### config.mk
export PLATFORM = sky130hd
export DESIGN_NAME = barrier_arrival_serializer
export DESIGN_NICKNAME = d
export VERILOG_FILES = /design/src/rtl/barrier_arrival_serializer.sv
export SDC_FILE = /design/constraint.sdc
export NUM_CORES = 1
export LEC_CHECK = 0
export CORE_AREA = 10 10 60 62
export DETAILED_ROUTE_END_ITERATION = 8
export DIE_AREA = 0 0 70 72
export HOLD_SLACK_MARGIN = 0.06
export PLACE_DENSITY = 0.85
export SLEW_MARGIN = 20
export SYNTH_ARGS = -nofsm -noshare
export SYNTH_HDL_FRONTEND = slang
export SYNTH_SLANG_ARGS = --single-unit
### constraint.sdc
create_clock -name clk_i -period 9.2 [get_ports clk_i]
set_input_delay 1.84 -clock clk_i [delete_from_list [all_inputs] [get_ports clk_i]]
set_output_delay 1.84 -clock clk_i [all_outputs]
set_load 0.02 [all_outputs]
### src/rtl/barrier_arrival_serializer.sv
// Serializes per-core barrier arrivals into one barrier-get per cycle and releases cores on counter events.
// Optional status outputs (pending/waiting masks, arrival count) are enabled by EU_BARRIER_SER_STATUS_EN.
module barrier_arrival_serializer #(
    parameter int NUM_CORES = 4
) (
    input  logic                          clk_i,
    input  logic                          rst_i,
    input  logic [NUM_CORES-1:0]          core_barrier_req_i,
    input  logic                          clear_req_i,
    input  logic                          err_clr_i,
    input  logic [NUM_CORES-1:0]          barrier_event_i,
    output logic                          barrier_get_o,
    output logic                          clear_req_o,
    output logic [NUM_CORES-1:0]          core_wait_o,
    output logic [NUM_CORES-1:0]          core_release_o,
    output logic                          err_o
`ifdef EU_BARRIER_SER_STATUS_EN
    ,
    output logic [NUM_CORES-1:0]          pending_mask_o,
    output logic [NUM_CORES-1:0]          waiting_mask_o,
    output logic [$clog2(NUM_CORES):0]    arrivals_o
`endif
);

    localparam int PW = (NUM_CORES > 1) ? $clog2(NUM_CORES) : 1;
    localparam logic [PW-1:0] PTR_RST = PW'(NUM_CORES - 1);

    typedef enum logic [1:0] {
        ST_IDLE    = 2'd0,
        ST_PENDING = 2'd1,
        ST_WAITING = 2'd2
    } state_t;

    state_t                 state_q [NUM_CORES];
    state_t                 state_d [NUM_CORES];
    logic [PW-1:0]          ptr_q;
    logic [NUM_CORES-1:0]   release_q;
    logic                   err_q;

    logic [NUM_CORES-1:0]   idle_vec;
    logic [NUM_CORES-1:0]   pend_vec;
    logic [NUM_CORES-1:0]   wait_vec;
    logic [NUM_CORES-1:0]   grant;
    logic [PW-1:0]          grant_idx;
    logic                   grant_en;
    logic                   err_set;
    logic [NUM_CORES-1:0]   release_d;

    always_comb begin
        for (int c = 0; c < NUM_CORES; c++) begin
            idle_vec[c] = (state_q[c] == ST_IDLE);
            pend_vec[c] = (state_q[c] == ST_PENDING);
            wait_vec[c] = (state_q[c] == ST_WAITING);
        end
    end

    // The counter's self-clear beats its increment, so never grant while any event is live.
    assign grant_en = !rst_i && !clear_req_i && (barrier_event_i == '0);

    always_comb begin
        int  idx;
        logic found;
        grant     = '0;
        grant_idx = ptr_q;
        found     = 1'b0;
        idx       = 0;
        for (int i = 1; i <= NUM_CORES; i++) begin
            idx = int'(ptr_q) + i;
            if (idx >= NUM_CORES) idx = idx - NUM_CORES;
            if (grant_en && !found && pend_vec[idx]) begin
                found      = 1'b1;
                grant[idx] = 1'b1;
                grant_idx  = PW'(idx);
            end
        end
    end

    always_comb begin
        for (int c = 0; c < NUM_CORES; c++) begin
            state_d[c] = state_q[c];
            if (clear_req_i) begin
                state_d[c] = ST_IDLE;
            end else begin
                case (state_q[c])
                    ST_IDLE:    if (core_barrier_req_i[c]) state_d[c] = ST_PENDING;
                    ST_PENDING: if (grant[c])              state_d[c] = ST_WAITING;
                    ST_WAITING: if (barrier_event_i[c])    state_d[c] = ST_IDLE;
                    default:                               state_d[c] = ST_IDLE;
                endcase
            end
        end
        // Events on PENDING cores belong to the next episode and are silently ignored.
        err_set   = !clear_req_i &&
                    (((core_barrier_req_i & ~idle_vec) != '0) ||
                     ((barrier_event_i & idle_vec) != '0));
        release_d = clear_req_i ? '0 : (barrier_event_i & wait_vec);
    end

    always_ff @(posedge clk_i) begin
        if (rst_i) begin
            for (int c = 0; c < NUM_CORES; c++) state_q[c] <= ST_IDLE;
            ptr_q     <= PTR_RST;
            release_q <= '0;
            err_q     <= 1'b0;
        end else begin
            for (int c = 0; c < NUM_CORES; c++) state_q[c] <= state_d[c];
            if (grant != '0) ptr_q <= grant_idx;
            release_q <= release_d;
            if (err_set)        err_q <= 1'b1;
            else if (err_clr_i) err_q <= 1'b0;
        end
    end

    assign barrier_get_o  = (grant != '0);
    assign clear_req_o    = clear_req_i;
    assign core_wait_o    = ~idle_vec;
    assign core_release_o = release_q;
    assign err_o          = err_q;

`ifdef EU_BARRIER_SER_STATUS_EN
    localparam int AW = $clog2(NUM_CORES) + 1;
    logic [AW-1:0] arrivals_q;

    always_ff @(posedge clk_i) begin
        if (rst_i || clear_req_i || (barrier_event_i != '0)) begin
            arrivals_q <= '0;
        end else if ((grant != '0) && (arrivals_q != AW'(NUM_CORES))) begin
            arrivals_q <= arrivals_q + 1'b1;
        end
    end

    assign pending_mask_o = pend_vec;
    assign waiting_mask_o = wait_vec;
    assign arrivals_o     = arrivals_q;
`endif

endmodule

==> results of run 1 <==
## registers in the layout, summed over array words and instances, names as in the netlist
name,count
state_q,8
err_o,1
core_release_o,4
ptr_q,2
## final cells by class
| cell class | count | area share |
|---|---|---|
| multi-input cells | 112 | 0.5908 |
| flip-flops and latches | 15 | 0.1964 |
| repair buffers | 22 | 0.1440 |
| inverters | 11 | 0.02700 |
| well taps | 30 | 0.02455 |
| clock buffers | 4 | 0.01718 |
## worst register-to-register path: stages, from the launching register on
cell	delay, ps
dfxtp_1	700
inv_2	230
ha_1	500
mux4_2	610
a31oi_2	250
o221ai_2	170
o41ai_1	510
mux2i_1	240
## synthesized netlist by cell type, drive strengths merged
| cell type | n | share of area |
|---|---|---|
| or4 | 2 | 0.012 |
| or4b | 1 | 0.0079 |
| dfxtp | 15 | 0.24 |
| mux4 | 5 | 0.088 |
| a31oi | 4 | 0.029 |
| nand4bb | 2 | 0.018 |
| mux2 | 4 | 0.035 |
| a221oi | 1 | 0.0069 |
| a22oi | 4 | 0.024 |
| nor3 | 9 | 0.035 |
| nand2b | 4 | 0.020 |
| ha | 8 | 0.079 |
| o221ai | 4 | 0.042 |
| a211o | 1 | 0.0069 |
| inv | 11 | 0.032 |
| and4 | 1 | 0.0088 |
| o41ai | 2 | 0.014 |
| nor2 | 16 | 0.049 |
| nor2b | 4 | 0.020 |
| nand2 | 6 | 0.024 |
| mux2i | 6 | 0.047 |
| a21oi | 3 | 0.012 |
| nand4b | 1 | 0.0069 |
| o21ai | 1 | 0.0039 |
| nand4 | 1 | 0.0049 |
| nand3 | 9 | 0.039 |
| or2 | 5 | 0.025 |
| buf | 3 | 0.013 |
| a41oi | 5 | 0.034 |
| clkbuf | 3 | 0.0088 |
| and2b | 1 | 0.0059 |
| nor3b | 1 | 0.0059 |
| o21a | 1 | 0.0059 |
## power by group through the flow
stage	clock network, mW	logic, mW	registers (mW)
3_3_place_gp	0	0.0268	0.0692
3_5_place_dp	0	0.0276	0.0693
2_1_floorplan	0	0.0161	0.0692
5_1_grt	0.0412	0.0301	0.0681
6_report	0.0376	0.0278	0.0678
4_1_cts	0.0382	0.0277	0.0678
## cells by family (layout without fill, tap and decap cells)
logic type,count (synthesis),after routing,synth area share
flip-flops,15,15,0.2360
AND/OR/NAND/NOR,63,63,0.2812
adder cells (fa/ha/maj),8,8,0.07867
AO/OA/AOI/OAI,26,26,0.1790
multiplexers,15,15,0.1711
buffers and inverters,17,37,0.05408
## layer usage
metal	up-vias	part of all wire	GRT usage
met3	6	0.045	0.03946
met2	36	0.51	0.2276
met5	-	0	0
met4	0	0.014	0.03070
met1	539	0.43	0.1435
li1	577	-	-
## worst paths after layout
path	start	end
max	barrier_event_i[3]	barrier_get_o
min	err_o	err_o
max reg2reg	ptr_q[0]	ptr_q[0]
min reg2reg	err_o	err_o
## through the flow
step           instance area (sq um)  std cells
4_1_cts                         1529        194
3_3_place_gp                    1503        190
3_5_place_dp                    1503        190
2_1_floorplan                   1272        144
6_report                        1529        194
5_1_grt                         1529        194
==> results by group, run 1 <==
Outcome
  – Status: complete, no violations

Synthesis
  – Net Count, Synth: roughly 160
  – FF+latch count, synth: 15
  – Syn_area_per_cell: 8.837 sq um
  – Post-Synthesis Cell Area: around 1300 sq um
  – Yosys Warn Count: 0
  – Sequential share of the synthesized area: 0.2360
  – Netlist cell types: between 40 and 50
  – Cells after Synth: 144

Placement
  – Port Buffers: 22
  – Routability Congestion: a little over 0.9
  – Post-DP HPWL: 2619 um
  – Worst slack, placed: about 2900 ps

CTS
  – Hold buffer count at cts: 0
  – CTS tree: yes
  – Clk buf depth: 2
  – Clock slew at reported path FFs: roughly 90 ps
  – CTS Sinks: 15
  – Clk root buf: clkbuf_4
  – Post-cts resize count: 0
  – Inserted Clock Buffers: 3
  – Post-CTS setup buffer count: 0
  – Max H-tree Level: 1
  – Worst-skew pair later-pin latency: around 280 ps

Cells and area
  – Ant. Diodes: 0
  – Final nets: approximately 190
  – Fill cells: roughly 210
  – Fin util: 0.6286
  – Area Overhead vs Synth: 20.16%
  – Area occupied by multi-input gates: approximately 900 sq um
  – Sequential cell area: roughly 300 sq um
  – Layout cell share with drive strength beyond 1: 0.1646
  – Commonest non-fill, non-tap cells in the layout: clkdlybuf4s50_1 (22), nor2_1 (15), dfxtp_1 (15)
  – Commonest non-fill, non-tap cell in the layout: clkdlybuf4s50_1

Pwr
  – Pleak: 0.5615 nW
  – Power Total: roughly 0.13 mW
  – Switching Share: 0.2725
  – VDD IR max: a little under 0.1 mV
  – Switch Pwr: roughly 0.036 mW
  – Internal Power: between 0.09 and 0.1 mW
  – Seq pwr share: 0.509
  – Combinational Power Share: 0.208
  – Clock power share: 0.282
  – Pwr dens: about 87 nW/um^2

Timing
  – Hold Violations, Final: 0
  – Final hold slack: 494.8 ps
  – Post-route setup TNS: 0 ps
  – Final worst path period need: 6343 ps
  – # setup viols final: 0
  – Max-slew violations: 0
  – Fin crit share: 0.6895
  – Skew final: between 4 and 5 ps
  – RSZ-0062 raised after global routing: false
  – Setup slack after layout: approximately 2900 ps
  – Slew margin rel.: 0.6118
  – Max Freq: approximately 160 MHz
  – Slew @ Worst Pin: just under 600 ps

Worst setup path
  – CP max stage delay: 600 ps
  – Critical Path AT: 4500 ps
  – WP data required: around 7400 ps
  – Critical Path Fanout Max: 9
  – Cell family with most CP delay: simple AND/OR/NAND/NOR gates
  – Reg-to-reg slack, setup: a little under 6000 ps
  – CP max stage cell: clkdlybuf4s50_1
  – CP startpoint kind: primary input
  – FF-to-FF path depth: 7
  – Critical path depth in cells: 7
  – Critical path, cell by cell: clkdlybuf4s50_1, or4_1, nor2_2, nand2_4, o221ai_1, or4_1, clkdlybuf4s50_1
  – Buffers and inverters on the worst path: 2
  – Crit Path Category: in2out
  – Endpoint class of the critical path: primary output

Route
  – Via count: ~1200
  – Final ANT Viol Nets: 0
  – DRC: 0
  – DRT Wirelength: 3254 um
  – Routed len/inst: approximately 17 um
  – Iteration-0 DRC Markers: approximately 100
  – Drt pass-1 iters: 4
  – Via density: just under 6

Floorplan
  – Io pins: 23
  – Core Rows: 18
  – Die ar.: ~5000 sq um
  – Die span in y: 72 um
  – Die W: 70 um
  – Total core area: ~2400 sq um
  – Initial Util: 0.5231

Global routing
  – Global-route wire length before repair: about 5400 um
  – Vias in the first global route: approximately 1100
  – GRT overflow: 0
  – All-Layer GR Usage: 0.1271
  – Antenna violations before repair: 0
  – Largest net degree at the start of global routing: 18

Job
  – Max capacitance violation total: 0

Hold path
  – HP Class: reg2reg
  – Hold Crit Depth: 2
Note: power is estimated with default switching activity, not from simulation.
==> inputs of run 2 (changes only) <==
- CORE_AREA: 10 10 60 62 -> 10 10 64 66
- DIE_AREA: 0 0 70 72 -> 0 0 74 76
- PLACE_DENSITY: 0.85 -> 0.78
- clock period: 9.2 -> 5.21 ns (I/O delays scaled with it)
==> run 2 against run 1 <==
Via count up 3.9%. Critical path depth unchanged. Power up 77%. Hold slack better by 3.8 ps. Sequential power up 77%. Count of clock-buffer cells in the layout down 1. Combinational power up 78%. Design area up 1.3%. Die area up 12%. Non-clock buffer count up 2. Register-to-register slack worse by 3500 ps. Critical endpoint unchanged. Largest power group unchanged.
==> results by group, run 2 (synthesis results as in run 1) <==
Floorplan
  – Initial Util: 0.4346 (-0.08853)
  – Total core area: 2928 sq um (+20%)
  – Die W: 74 um (+5.7%)
  – Io pins: 23 (unchanged)
  – Die span in y: 76 um (+5.6%)
  – Core Rows: 20 (+2)
  – Die ar.: 5624 sq um (+12%)

CTS
  – Post-CTS setup buffer count: 0 (unchanged)
  – CTS tree: yes
  – Clk buf depth: 2 (unchanged)
  – Hold buffer count at cts: 0 (unchanged)
  – Post-cts resize count: 0 (unchanged)
  – Clock slew at reported path FFs: 80 ps (about the same)
  – Max H-tree Level: 1 (unchanged)
  – Inserted Clock Buffers: 3 (unchanged)
  – Clk root buf: clkbuf_4
  – Worst-skew pair later-pin latency: 290 ps (about the same)
  – CTS Sinks: 15 (unchanged)

Job
  – Max capacitance violation total: 0 (unchanged)

Route
  – Iteration-0 DRC Markers: 45 (-56%)
  – Final ANT Viol Nets: 0 (unchanged)
  – Via count: 1203 (+3.9%)
  – DRT Wirelength: 3306 um (+1.6%)
  – Via density: 6.045 (+1.3%)
  – Routed len/inst: 16.61 um (-0.95%)
  – DRC: 0 (unchanged)
  – Drt pass-1 iters: 4 (unchanged)

Worst setup path
  – Critical Path AT: 3750 ps (-750 ps)
  – WP data required: 4170 ps (-3190 ps)
  – CP max stage delay: 600 ps (about the same)
  – CP max stage cell: clkdlybuf4s50_1
  – Crit Path Category: in2out
  – Cell family with most CP delay: simple AND/OR/NAND/NOR gates
  – Critical path, cell by cell: clkdlybuf4s50_1, or4_1, nor2_2, nand2_4, o221ai_1, or4_1, clkdlybuf4s50_1
  – Reg-to-Reg Start: ptr_q[1]
  – Setup crit start: barrier_event_i[3]
  – Endpoint class of the critical path: primary output
  – Critical Path Fanout Max: 9 (unchanged)
  – CP startpoint kind: primary input
  – Buffers and inverters on the worst path: 2 (unchanged)

Cells and area
  – Layout cell share with drive strength beyond 1: 0.1807 (+0.01609)
  – Fill cells: 273 (+31%)
  – Final nets: 187 (+1.1%)
  – Commonest non-fill, non-tap cell in the layout: clkdlybuf4s50_1
  – Ant. Diodes: 0 (unchanged)
  – Largest register FFs: 8 (unchanged)
  – Final Instance Count excl. Fillers: 199 (+2.6%)
  – Area Overhead vs Synth: 21.73%
  – Commonest non-fill, non-tap cells in the layout: clkdlybuf4s50_1 (22), nor2_1 (15), dfxtp_1 (15)
  – Biggest register: state_q

Placement
  – Routability Congestion: 0.9758 (+6.9%)
  – DP Cell Count: 195 (+2.6%)
  – Port Buffers: 22 (unchanged)
  – Post-DP HPWL: 2699 um (+3.0%)

Global routing
  – All-Layer GR Usage: 0.1215 (-0.005561)
  – GRT overflow: 0 (unchanged)
  – Antenna violations before repair: 0 (unchanged)
  – Largest net degree at the start of global routing: 17 (-1)
  – Vias in the first global route: 1193 (+5.2%)
  – Global-route wire length before repair: 5699 um (+6.3%)

Timing
  – Slew margin rel.: 0.6994 (+0.08764)
  – Slew @ Worst Pin: 445.1 ps (-136.5 ps)
  – # setup viols final: 0 (unchanged)
  – Skew final: 5.016 ps (+0.7758 ps)
  – Fin crit share: 0.9192
  – Max-slew violations: 0 (unchanged)
  – Post-route setup TNS: 0 ps (unchanged)
  – RSZ-0062 raised after global routing: false
  – Hold Violations, Final: 0 (unchanged)
  – Max Freq: ~210 MHz
  – Final worst path period need: between 4000 and 5000 ps

Pwr
  – VDD IR max: 0.1648 mV (+66%)
  – Pleak: 0.5725 nW (+2.0%)
  – Pwr dens: 152.2 nW/um^2 (+75%)

Hold path
  – HP Class: reg2reg
  – Worst Hold Launch: err_o

Outcome
  – Status: complete, no violations
-- run 2: final timing paths --
path	endpoint	slack (ps)	depth (start not counted)
hold reg to reg	err_o	500	2
setup / recovery	barrier_get_o	420	7
hold / removal	err_o	500	2
setup reg to reg	ptr_q[0]	2410	7
-- run 2: power by group --
group	switching [mW]	internal (mW)
Clock	0.0380	0.0285
Sequential	0.00289	0.117
Combinational	0.0248	0.0249
-- run 2: worst reg2reg max path, cell delays in order, from the launching register on --
cell	delay [ps]
dfxtp_1	340
inv_1	130
ha_1	490
mux4_2	620
a31oi_2	250
o221ai_2	170
o41ai_1	510
mux2i_1	220
-- run 2: cell type report --
type                            count  area [sq um]  share of cell area
Tap cell                           33         41.29             0.02666
Sequential cell                    15         300.3              0.1939
Timing Repair Buffer               24         235.2              0.1519
Inverter                           11         41.29             0.02666
Clock inverter                      1         5.005            0.003231
Clock buffer                        3         22.52             0.01454
Multi-Input combinational cell    112         903.4              0.5832
-- run 2: routing by layer --
metal | part of all wire | routed length [um] | vias up | GRT usage
li1 | - | - | 586 | -
met1 | 0.38 | 1266 | 552 | 0.1509
met2 | 0.52 | 1704 | 52 | 0.1903
met3 | 0.068 | 225 | 13 | 0.02474
met4 | 0.033 | 110 | 0 | 0.05970
met5 | 0 | 0 | - | 0
-- run 2: stage by stage --
| stage | util | hold slack, ps | power [mW] | area, sq um | setup slack [ps] |
|---|---|---|---|---|---|
| floorplan | - | 458.6 | 0.1507 | 1272 | 1424 |
| finish | 0.5291 | 498.6 | 0.2357 | 1549 | 421.1 |
| detailed placement | 0.5197 | 482.7 | 0.1716 | 1521 | 441.4 |
| global route | 0.5291 | 536.7 | 0.2489 | 1549 | 260.2 |
| global placement | 0.5197 | 477.3 | 0.1701 | 1521 | 513.8 |
| CTS | 0.5291 | 507.5 | 0.2374 | 1549 | 438.9 |
